--- src/rtl/mem_port_arbiter.sv ---
// mem_port_arbiter
//   Shares the single-port memory between the CPU port (read/write, driven
//   from the MAR/MDR path) and the LCD character fetcher (read-only). One
//   access at a time: IDLE picks a winner and latches its request into the
//   mem_* registers, ACCESS drives the memory enable and the winner's grant,
//   RESP waits for the memory read data, which is returned with an rvalid
//   pulse as the FSM re-enters IDLE.
//
//   Optional feature macro: MEM_ARB_CPU_PRIO_EN
//     undefined : round-robin between the two ports (the port not served last
//                 wins a tie; after reset the CPU wins the first tie).
//     defined   : the CPU wins every tie, except that after STARVE_MAX
//                 consecutive CPU wins over a pending LCD request the next
//                 decision goes to the LCD.
//
//   Ports
//     clk, rst                    clock, synchronous active-high reset
//     cpu_req/we/addr/wdata       CPU request (held until cpu_gnt)
//     cpu_gnt, cpu_rvalid         one-cycle pulses
//     cpu_rdata                   CPU read data, held until next cpu_rvalid
//     lcd_req/addr                LCD read request (held until lcd_gnt)
//     lcd_gnt, lcd_rvalid         one-cycle pulses
//     lcd_rdata                   LCD read data, held until next lcd_rvalid
//     mem_addr/wdata/re/we        registered memory controls
//     mem_rdata                   memory data, valid the cycle after mem_re
//     busy                        high while the FSM is in ACCESS or RESP
module mem_port_arbiter #(
  parameter int AW         = 13,
  parameter int DW         = 18,
  parameter int STARVE_MAX = 8
) (
  input  logic          clk,
  input  logic          rst,
  input  logic          cpu_req,
  input  logic          cpu_we,
  input  logic [AW-1:0] cpu_addr,
  input  logic [DW-1:0] cpu_wdata,
  output logic          cpu_gnt,
  output logic          cpu_rvalid,
  output logic [DW-1:0] cpu_rdata,
  input  logic          lcd_req,
  input  logic [AW-1:0] lcd_addr,
  output logic          lcd_gnt,
  output logic          lcd_rvalid,
  output logic [DW-1:0] lcd_rdata,
  output logic [AW-1:0] mem_addr,
  output logic [DW-1:0] mem_wdata,
  output logic          mem_re,
  output logic          mem_we,
  input  logic [DW-1:0] mem_rdata,
  output logic          busy
);

  typedef enum logic [1:0] {
    ST_IDLE   = 2'd0,
    ST_ACCESS = 2'd1,
    ST_RESP   = 2'd2
  } state_e;

  state_e        state_q, state_d;
  logic          win_lcd_q, win_lcd_d;   // owner of the access in flight
  logic          is_wr_q, is_wr_d;       // access in flight is a write
  logic [AW-1:0] mem_addr_q, mem_addr_d;
  logic [DW-1:0] mem_wdata_q, mem_wdata_d;
  logic          mem_re_q, mem_re_d;
  logic          mem_we_q, mem_we_d;
  logic          cpu_gnt_q, cpu_gnt_d;
  logic          lcd_gnt_q, lcd_gnt_d;
  logic          cpu_rvalid_q, cpu_rvalid_d;
  logic          lcd_rvalid_q, lcd_rvalid_d;
  logic [DW-1:0] cpu_rdata_q, cpu_rdata_d;
  logic [DW-1:0] lcd_rdata_q, lcd_rdata_d;
  logic          busy_q, busy_d;

  logic          pick_lcd;   // arbitration result for the current IDLE cycle
  logic          decide;     // IDLE with at least one request: a decision edge

  assign decide = (state_q == ST_IDLE) && (cpu_req || lcd_req);

`ifdef MEM_ARB_CPU_PRIO_EN
  localparam int CNT_W = $clog2(STARVE_MAX + 1);

  // Counts CPU wins taken while the LCD was also asking.
  logic [CNT_W-1:0] starve_q, starve_d;

  // Fixed CPU priority; once the counter reaches STARVE_MAX the LCD gets the tie.
  always_comb begin
    pick_lcd = 1'b0;
    starve_d = starve_q;
    if (cpu_req && lcd_req) begin
      pick_lcd = (starve_q == CNT_W'(STARVE_MAX));
    end else if (lcd_req) begin
      pick_lcd = 1'b1;
    end else begin
      pick_lcd = 1'b0;
    end
    if (decide) begin
      // Any LCD win, or a decision without LCD demand, ends the starvation run.
      if (pick_lcd || !lcd_req) begin
        starve_d = {CNT_W{1'b0}};
      end else begin
        starve_d = starve_q + CNT_W'(1);
      end
    end else begin
      starve_d = starve_q;
    end
  end

  // Starvation counter register.
  always_ff @(posedge clk) begin
    if (rst) begin
      starve_q <= {CNT_W{1'b0}};
    end else begin
      starve_q <= starve_d;
    end
  end
`else
  // Last port served; 1 = LCD. Resets to LCD so the CPU wins the first tie.
  logic last_lcd_q, last_lcd_d;

  // Round-robin: a lone request wins; a tie goes to the port not served last.
  always_comb begin
    pick_lcd   = 1'b0;
    last_lcd_d = last_lcd_q;
    if (cpu_req && lcd_req) begin
      pick_lcd = ~last_lcd_q;
    end else if (lcd_req) begin
      pick_lcd = 1'b1;
    end else begin
      pick_lcd = 1'b0;
    end
    if (decide) begin
      last_lcd_d = pick_lcd;
    end else begin
      last_lcd_d = last_lcd_q;
    end
  end

  // Round-robin history register.
  always_ff @(posedge clk) begin
    if (rst) begin
      last_lcd_q <= 1'b1;
    end else begin
      last_lcd_q <= last_lcd_d;
    end
  end

  // STARVE_MAX only shapes the priority scheme; it has no hardware here.
  if (STARVE_MAX < 1) begin : g_starve_max_inert
  end
`endif

  // Next-state and next-output logic of the access FSM.
  always_comb begin
    state_d      = state_q;
    win_lcd_d    = win_lcd_q;
    is_wr_d      = is_wr_q;
    mem_addr_d   = mem_addr_q;
    mem_wdata_d  = mem_wdata_q;
    mem_re_d     = 1'b0;
    mem_we_d     = 1'b0;
    cpu_gnt_d    = 1'b0;
    lcd_gnt_d    = 1'b0;
    cpu_rvalid_d = 1'b0;
    lcd_rvalid_d = 1'b0;
    cpu_rdata_d  = cpu_rdata_q;
    lcd_rdata_d  = lcd_rdata_q;
    case (state_q)
      ST_IDLE: begin
        if (decide) begin
          // The request is committed here; later req changes do not matter.
          state_d   = ST_ACCESS;
          win_lcd_d = pick_lcd;
          cpu_gnt_d = ~pick_lcd;
          lcd_gnt_d = pick_lcd;
          if (pick_lcd) begin
            is_wr_d     = 1'b0;
            mem_addr_d  = lcd_addr;
            mem_wdata_d = {DW{1'b0}};
            mem_re_d    = 1'b1;
            mem_we_d    = 1'b0;
          end else begin
            is_wr_d     = cpu_we;
            mem_addr_d  = cpu_addr;
            mem_wdata_d = cpu_wdata;
            mem_re_d    = ~cpu_we;
            mem_we_d    = cpu_we;
          end
        end else begin
          state_d = ST_IDLE;
        end
      end
      ST_ACCESS: begin
        if (is_wr_q) begin
          state_d = ST_IDLE;
        end else begin
          state_d = ST_RESP;
        end
      end
      ST_RESP: begin
        // mem_rdata is valid now; only the winner's rdata register moves.
        state_d = ST_IDLE;
        if (win_lcd_q) begin
          lcd_rvalid_d = 1'b1;
          lcd_rdata_d  = mem_rdata;
        end else begin
          cpu_rvalid_d = 1'b1;
          cpu_rdata_d  = mem_rdata;
        end
      end
      default: begin
        state_d = ST_IDLE;
      end
    endcase
    busy_d = (state_d != ST_IDLE);
  end

  // FSM and output registers.
  always_ff @(posedge clk) begin
    if (rst) begin
      state_q      <= ST_IDLE;
      win_lcd_q    <= 1'b0;
      is_wr_q      <= 1'b0;
      mem_addr_q   <= {AW{1'b0}};
      mem_wdata_q  <= {DW{1'b0}};
      mem_re_q     <= 1'b0;
      mem_we_q     <= 1'b0;
      cpu_gnt_q    <= 1'b0;
      lcd_gnt_q    <= 1'b0;
      cpu_rvalid_q <= 1'b0;
      lcd_rvalid_q <= 1'b0;
      cpu_rdata_q  <= {DW{1'b0}};
      lcd_rdata_q  <= {DW{1'b0}};
      busy_q       <= 1'b0;
    end else begin
      state_q      <= state_d;
      win_lcd_q    <= win_lcd_d;
      is_wr_q      <= is_wr_d;
      mem_addr_q   <= mem_addr_d;
      mem_wdata_q  <= mem_wdata_d;
      mem_re_q     <= mem_re_d;
      mem_we_q     <= mem_we_d;
      cpu_gnt_q    <= cpu_gnt_d;
      lcd_gnt_q    <= lcd_gnt_d;
      cpu_rvalid_q <= cpu_rvalid_d;
      lcd_rvalid_q <= lcd_rvalid_d;
      cpu_rdata_q  <= cpu_rdata_d;
      lcd_rdata_q  <= lcd_rdata_d;
      busy_q       <= busy_d;
    end
  end

  assign cpu_gnt    = cpu_gnt_q;
  assign cpu_rvalid = cpu_rvalid_q;
  assign cpu_rdata  = cpu_rdata_q;
  assign lcd_gnt    = lcd_gnt_q;
  assign lcd_rvalid = lcd_rvalid_q;
  assign lcd_rdata  = lcd_rdata_q;
  assign mem_addr   = mem_addr_q;
  assign mem_wdata  = mem_wdata_q;
  assign mem_re     = mem_re_q;
  assign mem_we     = mem_we_q;
  assign busy       = busy_q;

endmodule

--- config.mk ---
export PLATFORM = sky130hd
export DESIGN_NAME = mem_port_arbiter
export DESIGN_NICKNAME = d
export VERILOG_FILES = /design/src/rtl/mem_port_arbiter.sv
export SDC_FILE = /design/constraint.sdc
export NUM_CORES = 1
export LEC_CHECK = 0
export CAP_MARGIN = 15
export CORE_MARGIN = 1.5
export CORE_UTILIZATION = 43
export DETAILED_ROUTE_END_ITERATION = 8
export PLACE_DENSITY = 0.95
export SLEW_MARGIN = 15
export SYNTH_ARGS = -nofsm -noshare
export SYNTH_HDL_FRONTEND = slang
export SYNTH_SLANG_ARGS = --single-unit
export TNS_END_PERCENT = 10
--- constraint.sdc ---
create_clock -name clk -period 3.22 [get_ports clk]
set_input_delay 0.644 -clock clk [delete_from_list [all_inputs] [get_ports clk]]
set_output_delay 0.644 -clock clk [all_outputs]
set_load 0.02 [all_outputs]
Yosys cells after proc, flatten, opt, wreduce, memory -nomap -nowiden
Cells that the tools add are included.
Widths: inputs -> output; s select.
{"block": "totals", "reg_bits": 79, "inputBits": 67, "output_inout_bits": 74, "wordCells": 45}
{"block": "classes", "n_eq_ne": 2, "mux": 11, "bitwise": 7, "reduce_logical": 10}
{"operator": "$mux 18", "count": 1}
{"operator": "$mux 13", "count": 1}
{"operator": "$mux 1", "count": 7}
{"operator": "$not 1->1", "count": 7}
{"operator": "$reduce_and 2->1", "count": 3}
{"operator": "$pmux 2 s2", "count": 1}
{"operator": "$reduce_or 3->1", "count": 1}
{"operator": "$eq 2x1->1 const B", "count": 1}
{"operator": "$eq 2x2->1 const B", "count": 1}
{"operator": "$logic_and 1x1->1", "count": 2}
{"operator": "$logic_not 2->1", "count": 1}
{"operator": "$mux 2", "count": 1}
{"operator": "$reduce_bool 2->1", "count": 1}
{"operator": "$reduce_or 2->1", "count": 1}
{"operator": "$logic_or 1x1->1", "count": 1}

Depth between registers and ports, before layout
Gate-level depths: netlist of run 1.
{"block": "depth", "ltp_word": 5, "ltp_mapped": 5, "mapped_depth_nobuf": 3}

Worst setup path after synthesis of run 1
No wires, ideal clock.
{"block": "synth_path", "path_type": "input -> register", "start": "in lcd_req", "end": "reg last_lcd_q", "setup_ns": 0.116, "arrival_ns": 1.462, "t_required_ns": 3.104, "path_slack_ns": 1.642, "cell_stages": 5, "n_path_buf": 2, "path_cell_list": "or2_1 -> buf_4 -> a21oi_4 -> buf_6 -> a21oi_1"}
{"block": "synth_between", "elab_chain_cells": 2, "word_cells_on_any_way": 5, "cone_classes": "mux: 2; reduce/logical: 3"}
{"element": "from (decl)", "line": "41", "source": "input logic lcd_req,"}
{"element": "$mux 1 (tied with other cells)", "line": "127", "source": "end else if (lcd_req) begin"}
{"element": "$mux 1 or $logic_and 1x1->1 (tied branches)", "line": "125, 78"}
{"element": "to (signal assigned)", "line": "144", "source": "last_lcd_q <= last_lcd_d;"}
{"element": "to (decl)", "line": "119", "source": "logic last_lcd_q, last_lcd_d;"}
Several ways; a longest one is shown, not always the timed one.
A chain may end at the register's enable or synchronous reset.

Worst setup path in the final report of run 1
{"block": "layout_path", "start": "in cpu_req", "end": "reg last_lcd_q"}
{"block": "layout_between", "elab_chain_cells": 2, "word_cells_on_any_way": 4, "cone_classes": "mux: 1; reduce/logical: 3"}
{"element": "from (decl)", "line": "34", "source": "input logic cpu_req,"}
{"element": "$logic_and 1x1->1 or $logic_or 1x1->1 (tied branches)", "line": "125, 78"}
{"element": "$mux 1 or $logic_and 1x1->1 (tied branches)", "line": "125, 78"}
Several ways; a longest one is shown, not always the timed one.

==> run summary, run 1 <==
Status: complete, no violations
Clock net sink count: 79
DRC errors left: 0
CTS tree: yes
Post-CTS sizing: 0
Lkg Pwr: 1.57 nW
Top cells by count, synth: 100 x nand2_1, 79 x dfxtp_1, 52 x a21oi_1, 18 x a22o_1, 13 x a311oi_1
Psw: 0.594 mW
Row count: 29
P_int: 1.60 mW
Top FF cell, synth: dfxtp_1
Register area: 1580 um2
Reg2Reg Depth: 3
Number of flops mapped to enable cells by yosys: 0
Antenna cells: 0
Tot Pwr: 2.19 mW
Syn avg cell area: 9.03 um2
Count leader, synth: nand2_1
HP Class: reg2reg
Relative slew slack: 40.0%
Setup TNS after final layout: 0 ns
Worst setup EP type: register
CP Data Required Time: 3.43 ns
Antenna Violating Nets Remaining: 0
Top-area cell type share of the netlist area: 56.3%
Clock Power Share: 33.6%
Worst skew pair latency: 0.34 ns
Vias in the first global route: 2720
Post-Syn Nets: 378
Number of cells produced by synthesis: 311
Routed wire length per instance: 14.6 um
Max-cap viol count: 0
Final instance area: 4400 um2
Max H-tree Level: 3
Die width: 83.8 um
Fin. Hold Viols: 0
Power Density: 498 nW/um2
Number of setup violations in the final report: 0
Post-DP Area: 4200 um2
Die H: 83.8 um
Synth top area cells: dfxtp_1 56%, nand2_1 13%, a21oi_1 9.3%
GR Overflow Total: 0
First-pass GRT wire length: 12.3 mm
Switching share of total power: 27.1%
Unrepaired setup endpoints after global routing: no
Nets: 509
Area taken by multi-input logic gates: 1100 um2
Via density per instance: 5.16
Yosys warning count: 0
Routed WL: 7.63 mm
Largest net degree at the start of global routing: 55
GP Congestion: 0.759
Total Routing Usage GR: 21.7%
Synthesis-to-layout area growth: 56.7%
Fin crit period: 2.07 ns
VDD IR max: 0.290 mV
Count of pins over their slew limit: 0
Seq pwr share: 48.5%
Hold_ws: 0.433 ns
Hold path depth: 1
Reg clk slew, reported paths: 0.08 ns
#FFs+latches synth: 79
Hold_buf cts: 0
Crit share post-route: 64.4%
Via count: 2704
# fillers: 495
Num CTS Buffers: 9
Final core area utilization: 69.7%
Maximum clock rate: 482 MHz
DRT iter0 DRCs: 87
Worst Clk Skew: 0.00813 ns
DR pass1 iterations: 4
Starting Density: 44.5%
# port buffers: 140
CTS Root Buffer Type: clkbuf_8
Netlist cell types: 30
CP max FO: 19
Die ar.: 7030 um2
Post-synth design cell area: 2810 um2
Setup Buffers After CTS: 0
CP startpoint kind: input port
Worst-Margin Slew: 0.896 ns
Critical path class: in2reg
Combinational cell fraction of total power: 17.9%
Synth area leader: dfxtp_1
Ports: 141
Arr. time, crit path: 2.28 ns
Maximum buffer depth of the clock tree: 2
Ys async rst share: 0%
Core region area: 6310 um2
Share of layout cells above drive strength 1: 5.59%
Initial antenna violation count: 0
HPWL after detailed placement: 5.44 mm
Register area share after synthesis: 56.3%
==> metal layers <==
layer	wire [um]	up-vias	GRT usage, %
met1	3130	1249	24.8
met3	531	20	6.63
met5	0	-	0
li1	-	1334	-
met4	179	0	10.3
met2	3780	101	37.0
==> through the flow <==
step,worst slack (ns),instances
after floorplan,1.64,311
after global placement,0.873,508
after detailed placement,0.821,508
after CTS,1.18,524
after global routing,1.05,524
final,1.15,524
==> power by group through the flow <==
| stage | logic (mW) | registers (mW) | clock network, mW |
|---|---|---|---|
| global route | 0.419 | 1.07 | 0.793 |
| finish | 0.393 | 1.06 | 0.736 |
| floorplan | 0.130 | 1.14 | 0 |
| detailed placement | 0.392 | 1.09 | 0 |
| CTS | 0.394 | 1.06 | 0.750 |
| global placement | 0.382 | 1.08 | 0 |
==> cells by family (layout without fill, tap and decap cells) <==
family | count (synthesis) | count (layout) | synth area share (%)
flops | 79 | 79 | 56.3
compound gates | 89 | 89 | 20.9
simple gates | 120 | 120 | 18.4
buf+inv | 23 | 159 | 4.36
==> path summary, 6_finish.rpt <==
check,slack [ns],startpoint,to
hold reg to reg,0.43,is_wr_q,state_q[1]
setup reg to reg,1.47,state_q[0],mem_addr[10]
hold / removal,0.43,is_wr_q,state_q[1]
setup / recovery,1.15,cpu_req,last_lcd_q
==> critical path: stages <==
cell and delay [ns]:
clkdlybuf4s50_1 0.50, or2_1 0.48, a21oi_4 0.52, a21oi_1 0.13
==> sequential cells by signal, indices dropped and copies added, names as in the netlist <==
register and flops:
last_lcd_q 1, busy 1, state_q 2, cpu_rvalid 1
lcd_gnt 1, cpu_rdata 18, cpu_gnt 1, mem_re 1
mem_addr 13, mem_we 1, mem_wdata 18, is_wr_q 1
lcd_rdata 18, lcd_rvalid 1, win_lcd_q 1
==> final cells by class <==
cell class / count / share of cell area [%]
Sequential cell: 79 / 35.9
Timing Repair Buffer: 142 / 32.1
Multi-Input combinational cell: 209 / 25.1
Clock buffer: 9 / 2.81
Tap cell: 77 / 2.19
Clock inverter: 7 / 1.82
Inverter: 1 / 0.0853
==> layout by cell type, fill, tap and decap left out, types with 5 or more instances in the layout <==
cell type	instances
a21oi_1	52
a22o_1	18
a311oi_1	13
clkbuf_8	9
clkdlybuf4s50_1	139
dfxtp_1	79
nand2_1	100
nor2_1	5
Note: power is estimated with default switching activity, not from simulation.
==> run 2, diff against run 1 <==
Settings changed: CORE_UTILIZATION 43 to 40, PLACE_DENSITY 0.95 to 0.91.
Clock period 3.22 ns to 2.17 ns, I/O delays scaled along.
==> run 2 against run 1 <==
Against the previous run:
- first-iteration DRC count decreased by 5.7%
- via count up 0.26%
- worst setup slack got worse by 0.76 ns
- non-clock buffer count rose by 4
- wire length decreased by 1.6%
- total power up 59%
- critical path type unchanged
==> run summary, run 2 (synthesized netlist as in run 1, its figures left out) <==
Ports: 141 (unchanged)
DR pass1 iterations: 4 (unchanged)
VDD IR max: 0.411 mV (was 0.290 mV)
Worst setup EP type: register (unchanged)
Status: complete, no violations (unchanged)
Via count: 2711 (was 2704)
DRC errors left: 0 (unchanged)
Fin worst setup slack: 0.392 ns (was 1.15 ns)
Nets: 513 (was 509)
Largest net degree at the start of global routing: 34 (was 55)
Routed wire length per instance: 13.7 um (was 14.6 um)
CP max FO: 13 (was 19)
Synthesis-to-layout area growth: 60.1% (was 56.7%)
Setup Buffers After CTS: 0 (unchanged)
Post-CTS sizing: 0 (unchanged)
Crit share post-route: 82.0%
Via density per instance: 4.96 (was 5.16)
Area taken by multi-input logic gates: 1100 um2 (unchanged)
Num CTS Buffers: 9 (unchanged)
CP Data Required Time: 2.35 ns (was 3.43 ns)
Power Density: 773 nW/um2 (was 498 nW/um2)
Clock net sink count: 79 (unchanged)
Final core area utilization: 66.2% (was 69.7%)
Reg2Reg Depth: 3 (unchanged)
Starting Density: 41.3% (was 44.5%)
Maximum clock rate: 562 MHz
Max-cap viol count: 0 (unchanged)
HPWL after detailed placement: 5.36 mm (was 5.44 mm)
Worst-Margin Slew: 0.864 ns (was 0.896 ns)
Share of layout cells above drive strength 1: 6.43% (was 5.59%)
Row count: 30 (was 29)
# fillers: 565 (was 495)
Initial antenna violation count: 0 (unchanged)
Hold_buf cts: 0 (unchanged)
Worst Clk Skew: 0.00661 ns (was 0.00813 ns)
Antenna cells: 0 (unchanged)
Hold_ws: 0.438 ns (was 0.433 ns)
CTS Root Buffer Type: clkbuf_8 (unchanged)
Worst skew pair latency: 0.34 ns (about the same)
Core region area: 6790 um2 (was 6310 um2)
# port buffers: 140 (unchanged)
Leading cell type in the layout, fill and taps excluded: clkdlybuf4s50_1 (unchanged)
Placed cells: 531 (was 508)
CTS tree: yes (unchanged)
Maximum buffer depth of the clock tree: 2 (unchanged)
Setup TNS after final layout: 0 ns (unchanged)
Vias in the first global route: 2564 (was 2720)
GP Congestion: 0.749 (was 0.759)
Reg clk slew, reported paths: 0.08 ns (about the same)
Final instance area: 4500 um2 (was 4400 um2)
First-pass GRT wire length: 11.5 mm (was 12.3 mm)
DRT iter0 DRCs: 82 (was 87)
Count of pins over their slew limit: 0 (unchanged)
Critical register-to-register path startpoint: state_q[0] (unchanged)
Worst reg2reg endpoint: mem_addr[0] (was mem_addr[10])
Worst setup path end: mem_addr[0] (was last_lcd_q)
Fin. Hold Viols: 0 (unchanged)
Fin crit period: 1.78 ns
Die H: 86.8 um (was 83.8 um)
Tot Pwr: 3.48 mW (was 2.19 mW)
Unrepaired setup endpoints after global routing: no (unchanged)
GR Overflow Total: 0 (unchanged)
Relative slew slack: 42.2% (was 40.0%)
Register area: 1580 um2 (unchanged)
Reg-to-reg slack, setup: 0.44 ns (was 1.47 ns)
Die width: 86.8 um (was 83.8 um)
Worst Setup SP: cpu_req (unchanged)
Routed WL: 7.50 mm (was 7.63 mm)
Critical path class: in2reg (unchanged)
Total Routing Usage GR: 19.5% (was 21.7%)
Post-Layout Cell Count: 547 (was 524)
HP Class: reg2reg (unchanged)
CP startpoint kind: input port (unchanged)
Worst slack, placed: 0.0549 ns (was 0.821 ns)
Lkg Pwr: 1.62 nW (was 1.57 nW)
Arr. time, crit path: 1.95 ns (was 2.28 ns)
Antenna Violating Nets Remaining: 0 (unchanged)
Post-DP Area: 4250 um2 (was 4200 um2)
Die ar.: 7530 um2 (was 7030 um2)
Most frequent cells in the layout: 139 x clkdlybuf4s50_1, 100 x nand2_1, 79 x dfxtp_1, 52 x a21oi_1, 18 x a22o_1 (unchanged)
Number of setup violations in the final report: 0 (unchanged)
Max H-tree Level: 3 (unchanged)
-- run 2: changes by cell type in the layout (fill, tap and decap cells not counted) --
| cell | delta |
|---|---|
| buf_4 | +4 |
| bufinv_16 | +2 |
| clkbuf_8 | +1 |
| clkinv_2 | +2 |
| clkinv_4 | -2 |
| clkinvlp_4 | -1 |
| inv_6 | -2 |
-- run 2: area by class of cell --
cell class	instances	share of cell area, %
clock buffers	10	3.06
clock inverters	6	2.39
well taps	96	2.67
repair buffers	146	32.1
inverters	1	0.0835
flip-flops and latches	79	35.2
multi-input cells	209	24.6
-- run 2: worst max-delay path: stages --
cell and delay (ns):
clkdlybuf4s50_1 0.57, nor2_1 0.09, nor2_1 0.66, a311oi_1 0.19
-- run 2: worst min path at each step --
stage            start    endpoint  slack [ns]  cells past startpoint
3_3_place_gp   is_wr_q  state_q[1]        0.43                      1
3_5_place_dp   is_wr_q  state_q[1]        0.45                      1
4_1_cts        is_wr_q  state_q[1]        0.45                      1
6_report       is_wr_q  state_q[1]        0.44                      1
2_1_floorplan  is_wr_q  state_q[1]        0.40                      1
5_1_grt        is_wr_q  state_q[1]        0.46                      1
-- run 2: power breakdown --
| group | total [mW] | internal, mW | switching, mW |
|---|---|---|---|
| combinational | 0.587 | 0.306 | 0.281 |
| sequential | 1.58 | 1.53 | 0.0483 |
| clock | 1.31 | 0.791 | 0.522 |
-- run 2: routing by layer --
layer | vias up | wire (um) | global-route usage, %
met5 | - | 0 | 0
met4 | 0 | 43 | 6.30
met3 | 4 | 452 | 6.29
met2 | 97 | 3820 | 34.7
met1 | 1264 | 3190 | 21.8
li1 | 1346 | - | -
==> run 3, diff against run 2 <==
Settings changed: CORE_UTILIZATION 40 to 36, PLACE_DENSITY 0.91 to 0.87.
Clock period 2.17 ns to 1.6 ns, I/O delays scaled along.
==> run 3 against run 2 <==
Against the previous run:
- sequential share of layout area is 0.18 points higher
- clock power hardly changed
- sequential cell count stayed put
- utilization is 7.7 points lower
- die area is 11% higher
- combinational power is 32% higher
- worst hold slack worse by 0.081 ns
- worst setup slack worse by 0.27 ns
==> run summary, run 3 (synthesized netlist as in run 1, its figures left out) <==
Routed WL: 7.73 mm (was 7.50 mm)
# port buffers: 140 (unchanged)
GR Overflow Total: 0 (unchanged)
Grt met1 use: 21.1% (was 21.8%)
Synthesis-to-layout area growth: 59.3% (was 60.1%)
Leading cell type in the layout, fill and taps excluded: nand2_1 (was clkdlybuf4s50_1)
Seq pwr share: 50.7% (was 45.4%)
Clock Power Share: 30.8% (was 37.8%)
Initial antenna violation count: 0 (unchanged)
Switching share of total power: 27.5% (was 24.5%)
Share of layout cells above drive strength 1: 8.87% (was 6.43%)
Met3 usage: 5.19% (was 6.29%)
Row count: 32 (was 30)
Max H-tree Level: 3 (unchanged)
Count of pins over their slew limit: 0 (unchanged)
Unrepaired setup endpoints after global routing: no (unchanged)
HP Class: in2reg (was reg2reg)
Max-cap viol count: 0 (unchanged)
Die width: 91.3 um (was 86.8 um)
Worst setup EP type: register (unchanged)
Setup Buffers After CTS: 0 (unchanged)
CP startpoint kind: register (was input port)
Relative slew slack: 64.7% (was 42.2%)
CP max stage delay: 0.38 ns (was 0.66 ns)
First-pass GRT wire length: 12.8 mm (was 11.5 mm)
DRC errors left: 0 (unchanged)
CP Data Required Time: 1.88 ns (was 2.35 ns)
Antenna Violating Nets Remaining: 0 (unchanged)
Ports: 141 (unchanged)
CTS Root Buffer Type: clkbuf_8 (unchanged)
Routed wire length per instance: 13.7 um (about the same)
Power Density: 941 nW/um2 (was 773 nW/um2)
Max stage delay cell, worst path: dfxtp_1 (was nor2_1)
Clock net sink count: 79 (unchanged)
Maximum buffer depth of the clock tree: 2 (unchanged)
Die ar.: 8340 um2 (was 7530 um2)
Worst skew pair latency: 0.34 ns (about the same)
Worst Clk Skew: 0.00659 ns (was 0.00661 ns)
Largest net degree at the start of global routing: 39 (was 34)
Combinational cell fraction of total power: 18.4% (was 16.9%)
DRT iter0 DRCs: 88 (was 82)
Maximum clock rate: 677 MHz
Antenna cells: 0 (unchanged)
DR pass1 iterations: 4 (unchanged)
CTS tree: yes (unchanged)
Gr busiest metal: met2 (unchanged)
Worst-Margin Slew: 0.530 ns (was 0.864 ns)
CP max FO: 20 (was 13)
GR Util met2: 34.3% (was 34.7%)
Via density per instance: 4.92 (was 4.96)
Hold path depth: 2 (was 1)
Die H: 91.3 um (was 86.8 um)
Reg clk slew, reported paths: 0.08 ns (about the same)
Fin worst setup slack: 0.123 ns (was 0.392 ns)
Starting Density: 36.7% (was 41.3%)
Lkg Pwr: 2.02 nW (was 1.62 nW)
Vias in the first global route: 2777 (was 2564)
Worst slack, placed: -0.364 ns (was 0.0549 ns)
Tot Pwr: 4.21 mW (was 3.48 mW)
Fin crit period: 1.48 ns
Most frequent cells in the layout: 100 x nand2_1, 79 x dfxtp_1, 70 x dlygate4sd2_1, 65 x clkdlybuf4s50_1, 52 x a21oi_1 (was 139 x clkdlybuf4s50_1, 100 x nand2_1, 79 x dfxtp_1, 52 x a21oi_1, 18 x a22o_1)
Status: complete, no violations (unchanged)
VDD IR max: 0.428 mV (was 0.411 mV)
HPWL after detailed placement: 5.69 mm (was 5.36 mm)
Num CTS Buffers: 9 (unchanged)
Nets: 524 (was 513)
Crit share post-route: 92.3%
GP Congestion: 0.810 (was 0.749)
Reg2Reg Depth: 5 (was 3)
Number of setup violations in the final report: 0 (unchanged)
Arr. time, crit path: 1.76 ns (was 1.95 ns)
Crit-path cells: or2_1 -> buf_4 -> nor4b_4 -> buf_12 -> a22o_1 (was clkdlybuf4s50_1 -> nor2_1 -> nor2_1 -> a311oi_1)
Critical path class: reg2reg (was in2reg)
Total Routing Usage GR: 19.4% (was 19.5%)
Fin. Hold Viols: 0 (unchanged)
Psw: 1.16 mW (was 0.851 mW)
P_int: 3.05 mW (was 2.63 mW)
Reg-to-reg slack, setup: 0.12 ns (was 0.44 ns)
Via count: 2773 (was 2711)
Core region area: 7650 um2 (was 6790 um2)
==> run 3: cell count changes in the layout (fill, tap and decap cells not counted), sizes merged <==
| cell | before | now |
|---|---|---|
| buf | 7 | 18 |
| bufinv | 3 | 0 |
| dlygate4sd2 | 0 | 70 |
| clkinv | 2 | 5 |
| clkdlybuf4s50 | 139 | 65 |
| dlymetal6s2s | 0 | 4 |
==> run 3: through the flow <==
stage,hold slack (ns),utilization (%),instance area (um2),setup TNS [ns],cells
2_1_floorplan,0.401,-,2810,0,311
3_3_place_gp,0.421,57.2,4380,-4.59,548
3_5_place_dp,0.439,57.2,4380,-7.12,548
4_1_cts,0.331,58.4,4460,0,564
5_1_grt,0.353,58.5,4470,0,564
6_report,0.357,58.5,4470,0,564
==> run 3: routing by layer <==
metal / routed length [um] / vias to the layer above / part of all wire, %
met5: 0 / - / 0
met4: 178 / 0 / 2.3
met3: 436 / 18 / 5.6
met2: 3970 / 103 / 51
met1: 3150 / 1291 / 41
li1: - / 1361 / -
==> run 3: repair_timing <==
action,CTS,global route
setup endpoints to repair,83,4
endpoints found under the hold margin,0,0
gates resized for setup,71,4
hold buffers,0,0
==> run 3: power by group through the flow <==
| stage | logic, mW | registers (mW) | clock network (mW) |
|---|---|---|---|
| finish | 0.777 | 2.14 | 1.30 |
| CTS | 0.784 | 2.14 | 1.34 |
| detailed placement | 0.846 | 2.18 | 0 |
| global placement | 0.827 | 2.18 | 0 |
| global route | 0.839 | 2.15 | 1.44 |
| floorplan | 0.262 | 2.30 | 0 |
==> run 3: area by class of cell <==
type                       instances  area (um2)
sequential                        79        1580
tap                              102         128
clock inverter                     6        36.3
multi-input combinational        209        1120
inverter                           1        3.75
timing repair buffer             157        1470
clock buffer                      10         138
fill                             698        3170
==> run 3: path summary, 6_finish.rpt <==
| check | startpoint | to |
|---|---|---|
| max | state_q[0] | mem_wdata[9] |
| min | rst | mem_addr[3] |
| min reg2reg | is_wr_q | state_q[1] |
| max reg2reg | state_q[0] | mem_wdata[9] |
==> run 3: critical path: cells and delay by family (launching register included) <==
family          cells  cell delay, ns
simple gates        2            0.53
flops               1            0.38
buf+inv             2            0.35
compound gates      1            0.15
